## src/rtl/cpu_div_pkg.sv

```systemverilog
// Shared definitions for the sequential divider: FSM state encoding and default width.
package cpu_div_pkg;

  localparam int DIV_WIDTH = 32;

  typedef enum logic [1:0] {
    IDLE = 2'd0,
    RUN  = 2'd1,
    FIX  = 2'd2
  } state_t;

endpackage

```

## src/rtl/div_step.sv

```systemverilog
// One restoring shift-subtract iteration on unsigned magnitudes.
module div_step #(
  parameter int WIDTH = 32
) (
  input  logic [WIDTH-1:0] rem_in,
  input  logic             bit_in,
  input  logic [WIDTH-1:0] dvs,
  output logic [WIDTH-1:0] rem_out,
  output logic             q_bit
);

  logic [WIDTH:0] shifted;
  logic [WIDTH:0] diff;

  always_comb begin
    shifted = {rem_in, bit_in};
    diff    = shifted - {1'b0, dvs};
    q_bit   = (shifted >= {1'b0, dvs});
    // remainder stays below the divisor, so WIDTH bits always hold it
    rem_out = q_bit ? diff[WIDTH-1:0] : shifted[WIDTH-1:0];
  end

endmodule

```

## src/rtl/div_seq.sv

```systemverilog
// Multi-cycle signed/unsigned divider: one quotient bit per cycle, then a sign-fix cycle.
module div_seq
  import cpu_div_pkg::*;
#(
  parameter int WIDTH = DIV_WIDTH,
  parameter int ITER  = WIDTH
) (
  input  logic             clk,
  input  logic             reset,
  input  logic             start,
  input  logic             is_signed,
  input  logic [WIDTH-1:0] dividend,
  input  logic [WIDTH-1:0] divisor,
  output logic [WIDTH-1:0] quotient,
  output logic [WIDTH-1:0] remainder,
  output logic             busy,
  output logic             done,
  output logic             div_by_zero
);

  localparam int CW = $clog2(ITER + 1);

  state_t           state_q, state_d;
  logic [CW-1:0]    cnt_q, cnt_d;
  logic [WIDTH-1:0] rem_q, rem_d;
  logic [WIDTH-1:0] acc_q, acc_d;
  logic [WIDTH-1:0] dvs_q, dvs_d;
  logic [WIDTH-1:0] orig_q, orig_d;
  logic             negq_q, negq_d;
  logic             negr_q, negr_d;
  logic [WIDTH-1:0] quotient_q, quotient_d;
  logic [WIDTH-1:0] remainder_q, remainder_d;
  logic             dbz_q, dbz_d;
  logic             done_q, done_d;

  logic [WIDTH:0]   dvd_ext, dvs_ext, q_ext, r_ext;
  logic [WIDTH-1:0] step_rem;
  logic             step_q;

  div_step #(.WIDTH(WIDTH)) u_step (
    .rem_in  (rem_q),
    .bit_in  (acc_q[WIDTH-1]),
    .dvs     (dvs_q),
    .rem_out (step_rem),
    .q_bit   (step_q)
  );

  always_comb begin
    state_d     = state_q;
    cnt_d       = cnt_q;
    rem_d       = rem_q;
    acc_d       = acc_q;
    dvs_d       = dvs_q;
    orig_d      = orig_q;
    negq_d      = negq_q;
    negr_d      = negr_q;
    quotient_d  = quotient_q;
    remainder_d = remainder_q;
    dbz_d       = dbz_q;
    done_d      = 1'b0;

    // one extra bit so the magnitude of the most negative value is exact
    dvd_ext = {is_signed & dividend[WIDTH-1], dividend};
    dvs_ext = {is_signed & divisor[WIDTH-1], divisor};
    q_ext   = {1'b0, acc_q};
    r_ext   = {1'b0, rem_q};

    case (state_q)
      IDLE: begin
        if (start) begin
          acc_d   = WIDTH'(dvd_ext[WIDTH] ? -dvd_ext : dvd_ext);
          dvs_d   = WIDTH'(dvs_ext[WIDTH] ? -dvs_ext : dvs_ext);
          orig_d  = dividend;
          negq_d  = dvd_ext[WIDTH] ^ dvs_ext[WIDTH];
          negr_d  = dvd_ext[WIDTH];
          rem_d   = '0;
          cnt_d   = '0;
          state_d = RUN;
        end
      end
      RUN: begin
        rem_d = step_rem;
        acc_d = {acc_q[WIDTH-2:0], step_q};
        if (cnt_q == CW'(ITER - 1)) state_d = FIX;
        else                        cnt_d   = cnt_q + 1'b1;
      end
      FIX: begin
        if (dvs_q == '0) begin
          quotient_d  = '1;
          remainder_d = orig_q;
          dbz_d       = 1'b1;
        end else begin
          quotient_d  = WIDTH'(negq_q ? -q_ext : q_ext);
          remainder_d = WIDTH'(negr_q ? -r_ext : r_ext);
          dbz_d       = 1'b0;
        end
        done_d  = 1'b1;
        state_d = IDLE;
      end
      default: state_d = IDLE;
    endcase
  end

  always_ff @(posedge clk or posedge reset) begin
    if (reset) begin
      state_q     <= IDLE;
      cnt_q       <= '0;
      rem_q       <= '0;
      acc_q       <= '0;
      dvs_q       <= '0;
      orig_q      <= '0;
      negq_q      <= 1'b0;
      negr_q      <= 1'b0;
      quotient_q  <= '0;
      remainder_q <= '0;
      dbz_q       <= 1'b0;
      done_q      <= 1'b0;
    end else begin
      state_q     <= state_d;
      cnt_q       <= cnt_d;
      rem_q       <= rem_d;
      acc_q       <= acc_d;
      dvs_q       <= dvs_d;
      orig_q      <= orig_d;
      negq_q      <= negq_d;
      negr_q      <= negr_d;
      quotient_q  <= quotient_d;
      remainder_q <= remainder_d;
      dbz_q       <= dbz_d;
      done_q      <= done_d;
    end
  end

  assign quotient    = quotient_q;
  assign remainder   = remainder_q;
  assign div_by_zero = dbz_q;
  assign done        = done_q;
  assign busy        = (state_q != IDLE);

endmodule

```

## config.mk

```make
export PLATFORM = sky130hd
export DESIGN_NAME = div_seq
export DESIGN_NICKNAME = d
export VERILOG_FILES = /design/src/rtl/cpu_div_pkg.sv /design/src/rtl/div_step.sv /design/src/rtl/div_seq.sv
export SDC_FILE = /design/constraint.sdc
export NUM_CORES = 1
export LEC_CHECK = 0
export BUFFER_PORTS_ARGS = -buffer_cell sky130_fd_sc_hd__buf_2
export CORE_MARGIN = 4
export CORE_UTILIZATION = 40
export CTS_BUF_LIST = sky130_fd_sc_hd__clkbuf_2 sky130_fd_sc_hd__clkbuf_4 sky130_fd_sc_hd__clkbuf_8
export DETAILED_ROUTE_END_ITERATION = 7
export MAX_ROUTING_LAYER = met4
export PLACE_DENSITY_LB_ADDON = 0.15
export SLEW_MARGIN = 20
export SYNTH_ARGS = -nofsm -noshare
export SYNTH_HDL_FRONTEND = slang
export SYNTH_SLANG_ARGS = --single-unit
```

## constraint.sdc

```tcl
create_clock -name clk -period 8.1 [get_ports clk]
set_input_delay 1.62 -clock clk [delete_from_list [all_inputs] [get_ports clk]]
set_output_delay 1.62 -clock clk [all_outputs]
set_load 0.01 [all_outputs]
```

# --- Word level (Yosys, flattened, before mapping) ---
# Cells that the tools add are included.
word_totals:
  regBits: 204
  latch_bits: 0
  mem_bits_rw: 0
  romBits: 0
  input_bits: 68
  out_inout_bits: 67
  wordCells: 55
  mem_count: 0
op_classes:
  n_addsub: 6
  mul: 0
  n_div: 0
  magnitude_cmp: 1
  n_eq_ne: 6
  n_shift: 0
  mux: 19
  bitwise: 3
  reduce_logical: 8
op_table:
  columns: ["op", "count"]
  rows:
  - ["$mux W32", 9]
  - ["$neg A32 Y32", 4]
  - ["$pmux W32 S2", 2]
  - ["$ge A33 B32 Y1", 1]
  - ["$logic_not A32 Y1", 1]
  - ["$sub A32 B32 Y32", 1]
  - ["$mux W6", 2]
  - ["$pmux W6 S2", 1]
  - ["$add A6 B1 Y6 const B", 1]
  - ["$eq A6 B5 Y1 const B", 1]
  - ["$ne A2 B2 Y1 const B", 3]
  - ["$reduce_and A2 Y1", 3]
  - ["$mux W2", 2]
  - ["$pmux W2 S2", 1]
  - ["$reduce_bool A2 Y1", 2]
  - ["$reduce_and A3 Y1", 1]
  - ["$and A1 B1 Y1", 2]
  - ["$eq A2 B1 Y1 const B", 1]
  - ["$eq A2 B2 Y1 const B", 1]
  - ["$logic_not A2 Y1", 1]
  - ["$mux W1", 2]
  - ["$xor A1 B1 Y1", 1]

# --- Depth between registers and ports, before layout ---
logic_depth:
  ltp_word: 4
  depth_mapped: 13
  mapped_depth_nobuf: 13

# --- Cells and area by module ---
# A second synthesis with hierarchy kept.
hier_totals:
  hier_cells: 1546
  area_unflattened_um2: 13003.7
by_module_without_submodules:
  columns: ["module", "instances", "cells_per_inst", "area_per_inst_um2", "seq_area_each_um2"]
  rows:
  - ["div_seq", 1, 1223, 10672.7, 5104.9]
  - ["div_step", 1, 323, 2331.0, 0.0]

# --- Worst setup path after synthesis ---
# No wires, ideal clock.
synth_path:
  path_type: "input to register"
  start: "input divisor[8]"
  end: "register dvs_q[27]"
  t_arrival_ns: 3.620
  t_required_ns: 7.967
  slack_ns: 4.346
  path_stages: 9
  path_buffers: 0
  path_cell_list: "or4_1 -> nor3_1 -> nand3b_1 -> nor2_1 -> nand2_1 -> or3_1 -> o41ai_1 -> xor2_1 -> o21ai_0"
synth_between:
  elab_chain_len: 2
synth_rtl:
  columns: ["item", "line", "source"]
  rows:
  - ["start, declared", "div_seq.sv:13", "input logic [WIDTH-1:0] divisor,"]
  - ["$neg A32 Y32", "div_seq.sv:72", "dvs_d = WIDTH'(dvs_ext[WIDTH] ? -dvs_ext : dvs_ext);"]
  - ["$mux W32", "div_seq.sv:72", null]
  - ["end signal, assigned", "div_seq.sv:123", "dvs_q <= dvs_d;"]
  - ["end, declared", "div_seq.sv:27", "logic [WIDTH-1:0] dvs_q, dvs_d;"]
# No other way between the ends.
# A chain may end at the register's enable or synchronous reset.

# --- Worst setup path in the final report ---
layout_path:
  start: "input divisor[8]"
  end: "register dvs_q[30]"
# The elaborated chain is that of the path after synthesis.

==> results.sh <==
export IMPL_status="completed"
export IMPL_numPortBuffers=134
export IMPL_crit_slowest_cell="sky130_fd_sc_hd__or4_1"
export IMPL_die_width_um=184
export IMPL_floorplan_io_pins=135
export IMPL_routed_wire_length_per_instance_um=16.7
export IMPL_synth_cell_count_leaders="sky130_fd_sc_hd__nand2_1, sky130_fd_sc_hd__dfrtp_1, sky130_fd_sc_hd__o21ai_0"
export IMPL_antenna_violating_nets_post_route=0
export IMPL_power_density_cell_area_nw_per_um2=416
export IMPL_drive_above_1_share_pct=15.5
export IMPL_grt_max_degree=128
export IMPL_hold_buffers=0
export IMPL_drc_errors=0
export IMPL_vias=10319
export IMPL_grtUsageTotal_pct=19.5
export IMPL_timing_worst_setup_path_type="input port to flip-flop"
export IMPL_yosysWarningCount=0
export IMPL_tightest_slew_ps=1050
export IMPL_final_net_count=1641
export IMPL_hold_class="flip-flop to flip-flop"
export IMPL_antenna_diode_count=0
export IMPL_timing_clock_skew_ps=34.8
export IMPL_synth_top_cell_area_share_pct=41.2
export IMPL_whs_path_depth=2
export IMPL_drt_pass1_iter_count=5
export IMPL_yosysSeqAreaShare_pct=41.2
export IMPL_mappedNetlistArea_um2=12400
export IMPL_finalMaxSlewViolations=0
export IMPL_area_growth_pct=14.4
export IMPL_relSlewSlack_pct=29.9
export IMPL_multi_input_comb_area_um2=6820
export IMPL_placed_cells_incl_taps=1890
export IMPL_setup_violations=0
export IMPL_global_route_overflow_total=0
export IMPL_final_setup_worst_slack_ps=4430
export IMPL_crit_fanout=4
export IMPL_antenna_violations_before_repair=0
export IMPL_cts_htree_levels=2
export IMPL_ctsRootBufferMaster="sky130_fd_sc_hd__clkbuf_8"
export IMPL_critPathTopFamily="simple AND/OR/NAND/NOR gates"
export IMPL_die_height_um=184
export IMPL_critPathLaunchType="input port"
export IMPL_synth_enable_flop_cells=0
export IMPL_post_cts_resized_instances=0
export IMPL_worst_ep_arrival_time_ps=4040
export IMPL_fin_crit_ps=3670
export IMPL_worst_setup_path_end_kind="flip-flop"
export IMPL_post_cts_repair_setup_buffers=0
export IMPL_crit_reg2reg_launch="rem_q[4]"
export IMPL_min_delay_worst_endpoint="quotient[2]"
export IMPL_routabilityCongestion=0.869
export IMPL_cts_tree="built"
export IMPL_critical_path_required_ps=8470
export IMPL_cts_buffers=38
export IMPL_worstPathBufferInverterCount=1
export IMPL_total_leakage_power_nw=6.25
export IMPL_critical_path_max_stage_delay_ps=560
export IMPL_post_synth_main_area_contributors="sky130_fd_sc_hd__dfrtp_1, sky130_fd_sc_hd__nand2_1, sky130_fd_sc_hd__o21ai_0"
export IMPL_synthArstFlopShare_pct=100
export IMPL_cts_root_to_sink_buffers=3
export IMPL_yosys_area_top_type="sky130_fd_sc_hd__dfrtp_1"
export IMPL_post_synth_top_count_cell="sky130_fd_sc_hd__nand2_1"
export IMPL_clkLatencyLatePin_ps=540
export IMPL_post_layout_nonfiller_instances=1954
export IMPL_avgSynthCellArea_um2=8.70
export IMPL_fin_tns_setup_ps=0
export IMPL_global_route_wire_length_before_repair_um=52800
export IMPL_synth_seq_cells=204
export IMPL_clk_pin_slew_worst_paths_ps=50
export IMPL_rr_endpoint="rem_q[0]"
export IMPL_grt_pass1_vias=10033
export IMPL_coreArea_um2=30600
export IMPL_crit_path_cell_trace="buf_2, or4_1, nor3_1, nand2_1, nor3_1, nand2_1, o31ai_1, o21ai_0, xnor2_1, o21ai_0"
export IMPL_initial_utilization_pct=40.5
export IMPL_worstHoldStart="quotient[2]"
export IMPL_number_of_instances_in_the_synthesized_netlist=1424
export IMPL_max_cap_violations=0
export IMPL_final_fill_count=3074
export IMPL_sequential_cell_area_um2=5100
export IMPL_post_synth_num_cell_types=71
export IMPL_report_final_hold_viol_count=0
export IMPL_total_number_of_placement_rows=64
export IMPL_synth_nets=1530
export IMPL_placed_cell_area_um2=13400
export IMPL_avgViaCountPerCell=5.28
export IMPL_min_period_over_period_pct=45.3
export IMPL_rsz0062_at_grt="no"
export IMPL_stdcell_area_um2=14200
export IMPL_die_area_um2=33900
export IMPL_final_hold_worst_slack_ps=456
export IMPL_power_total_mw=5.90
export IMPL_dp_final_hpwl_um=23500
export IMPL_main_synth_ff_type="sky130_fd_sc_hd__dfrtp_1"
export IMPL_maxClockFrequency_mhz=272
export IMPL_drt_iter0_drc=569
export IMPL_clkSinkCount=204
export IMPL_routed_wirelength_um=32600
export IMPL_worstRegToRegCells=11
export IMPL_max_vdd_ir_drop_mv=0.159
export IMPL_ff2ff_setup_slack_ps=4470
export IMPL_pre_cts_slack_ps=3860
export IMPL_final_core_util_pct=46.3
## routing by layer
layer  wire [um]  global-route usage (%)
met1       15900                    26.9
met2       14500                    30.4
met3        1510                    2.79
met4         680                    4.91
met5           0                       -
## registers in the layout (all words and copies together) (netlist names)
register / cells
acc_q: 32
div_by_zero: 1
quotient: 32
negr_q: 1
rem_q: 32
cnt_q: 6
negq_q: 1
orig_q: 32
done: 1
dvs_q: 32
remainder: 32
state_q: 2
## layout make-up
cell class	count	area share, %
Sequential cell	204	36.0
Inverter	59	1.62
Clock inverter	5	0.406
Clock buffer	58	5.01
Timing Repair Buffer	144	5.38
Multi-Input combinational cell	1088	48.1
Tap cell	396	3.50
## worst max path at each step
stage	start	endpoint	slack (ps)	cells past startpoint
floorplan	reset	acc_q[0]	910	1
global placement	divisor[8]	dvs_q[30]	3910	10
detailed placement	divisor[8]	dvs_q[30]	3860	10
CTS	rem_q[3]	rem_q[25]	4160	10
global route	dividend[2]	acc_q[28]	4200	10
finish	divisor[8]	dvs_q[30]	4430	10
## worst register-to-register path: cells and delay by family, from the launching register on
family / cells / cell delay (ps)
adders and majority gates: 1 / 430
AOI/OAI and AO/OA: 5 / 1340
muxes: 1 / 150
buffers and inverters: 1 / 230
DFF: 1 / 500
and+or+nand+nor: 3 / 860
## layout by cell type (no fill, tap or decap), types with 44 or more instances in the layout
cell type                  instances
sky130_fd_sc_hd__nand2_1         248
sky130_fd_sc_hd__xor2_1           71
sky130_fd_sc_hd__xnor2_1          77
sky130_fd_sc_hd__buf_2           134
sky130_fd_sc_hd__dfrtp_1         204
sky130_fd_sc_hd__clkbuf_8         44
sky130_fd_sc_hd__nor2_1           69
sky130_fd_sc_hd__o21ai_0         174
sky130_fd_sc_hd__inv_1            58
sky130_fd_sc_hd__a21oi_1          78
## logic make-up after synthesis
group | after synthesis | share of synthesized area, %
adder cells (fa/ha/maj) | 38 | 3.90
AO/OA/AOI/OAI | 419 | 21.0
AND/OR/NAND/NOR | 456 | 17.2
buffers and inverters | 132 | 4.14
XOR/XNOR | 148 | 10.5
flip-flops | 204 | 41.2
multiplexers | 27 | 2.19
## report_power, final
part | internal [mW] | switching [mW] | leakage [nW]
sequential | 1.39 | 0.467 | 2.46
clock | 0.589 | 0.432 | 0.412
combinational | 1.35 | 1.68 | 3.37
No activity file was read; power rests on OpenSTA's default activity.
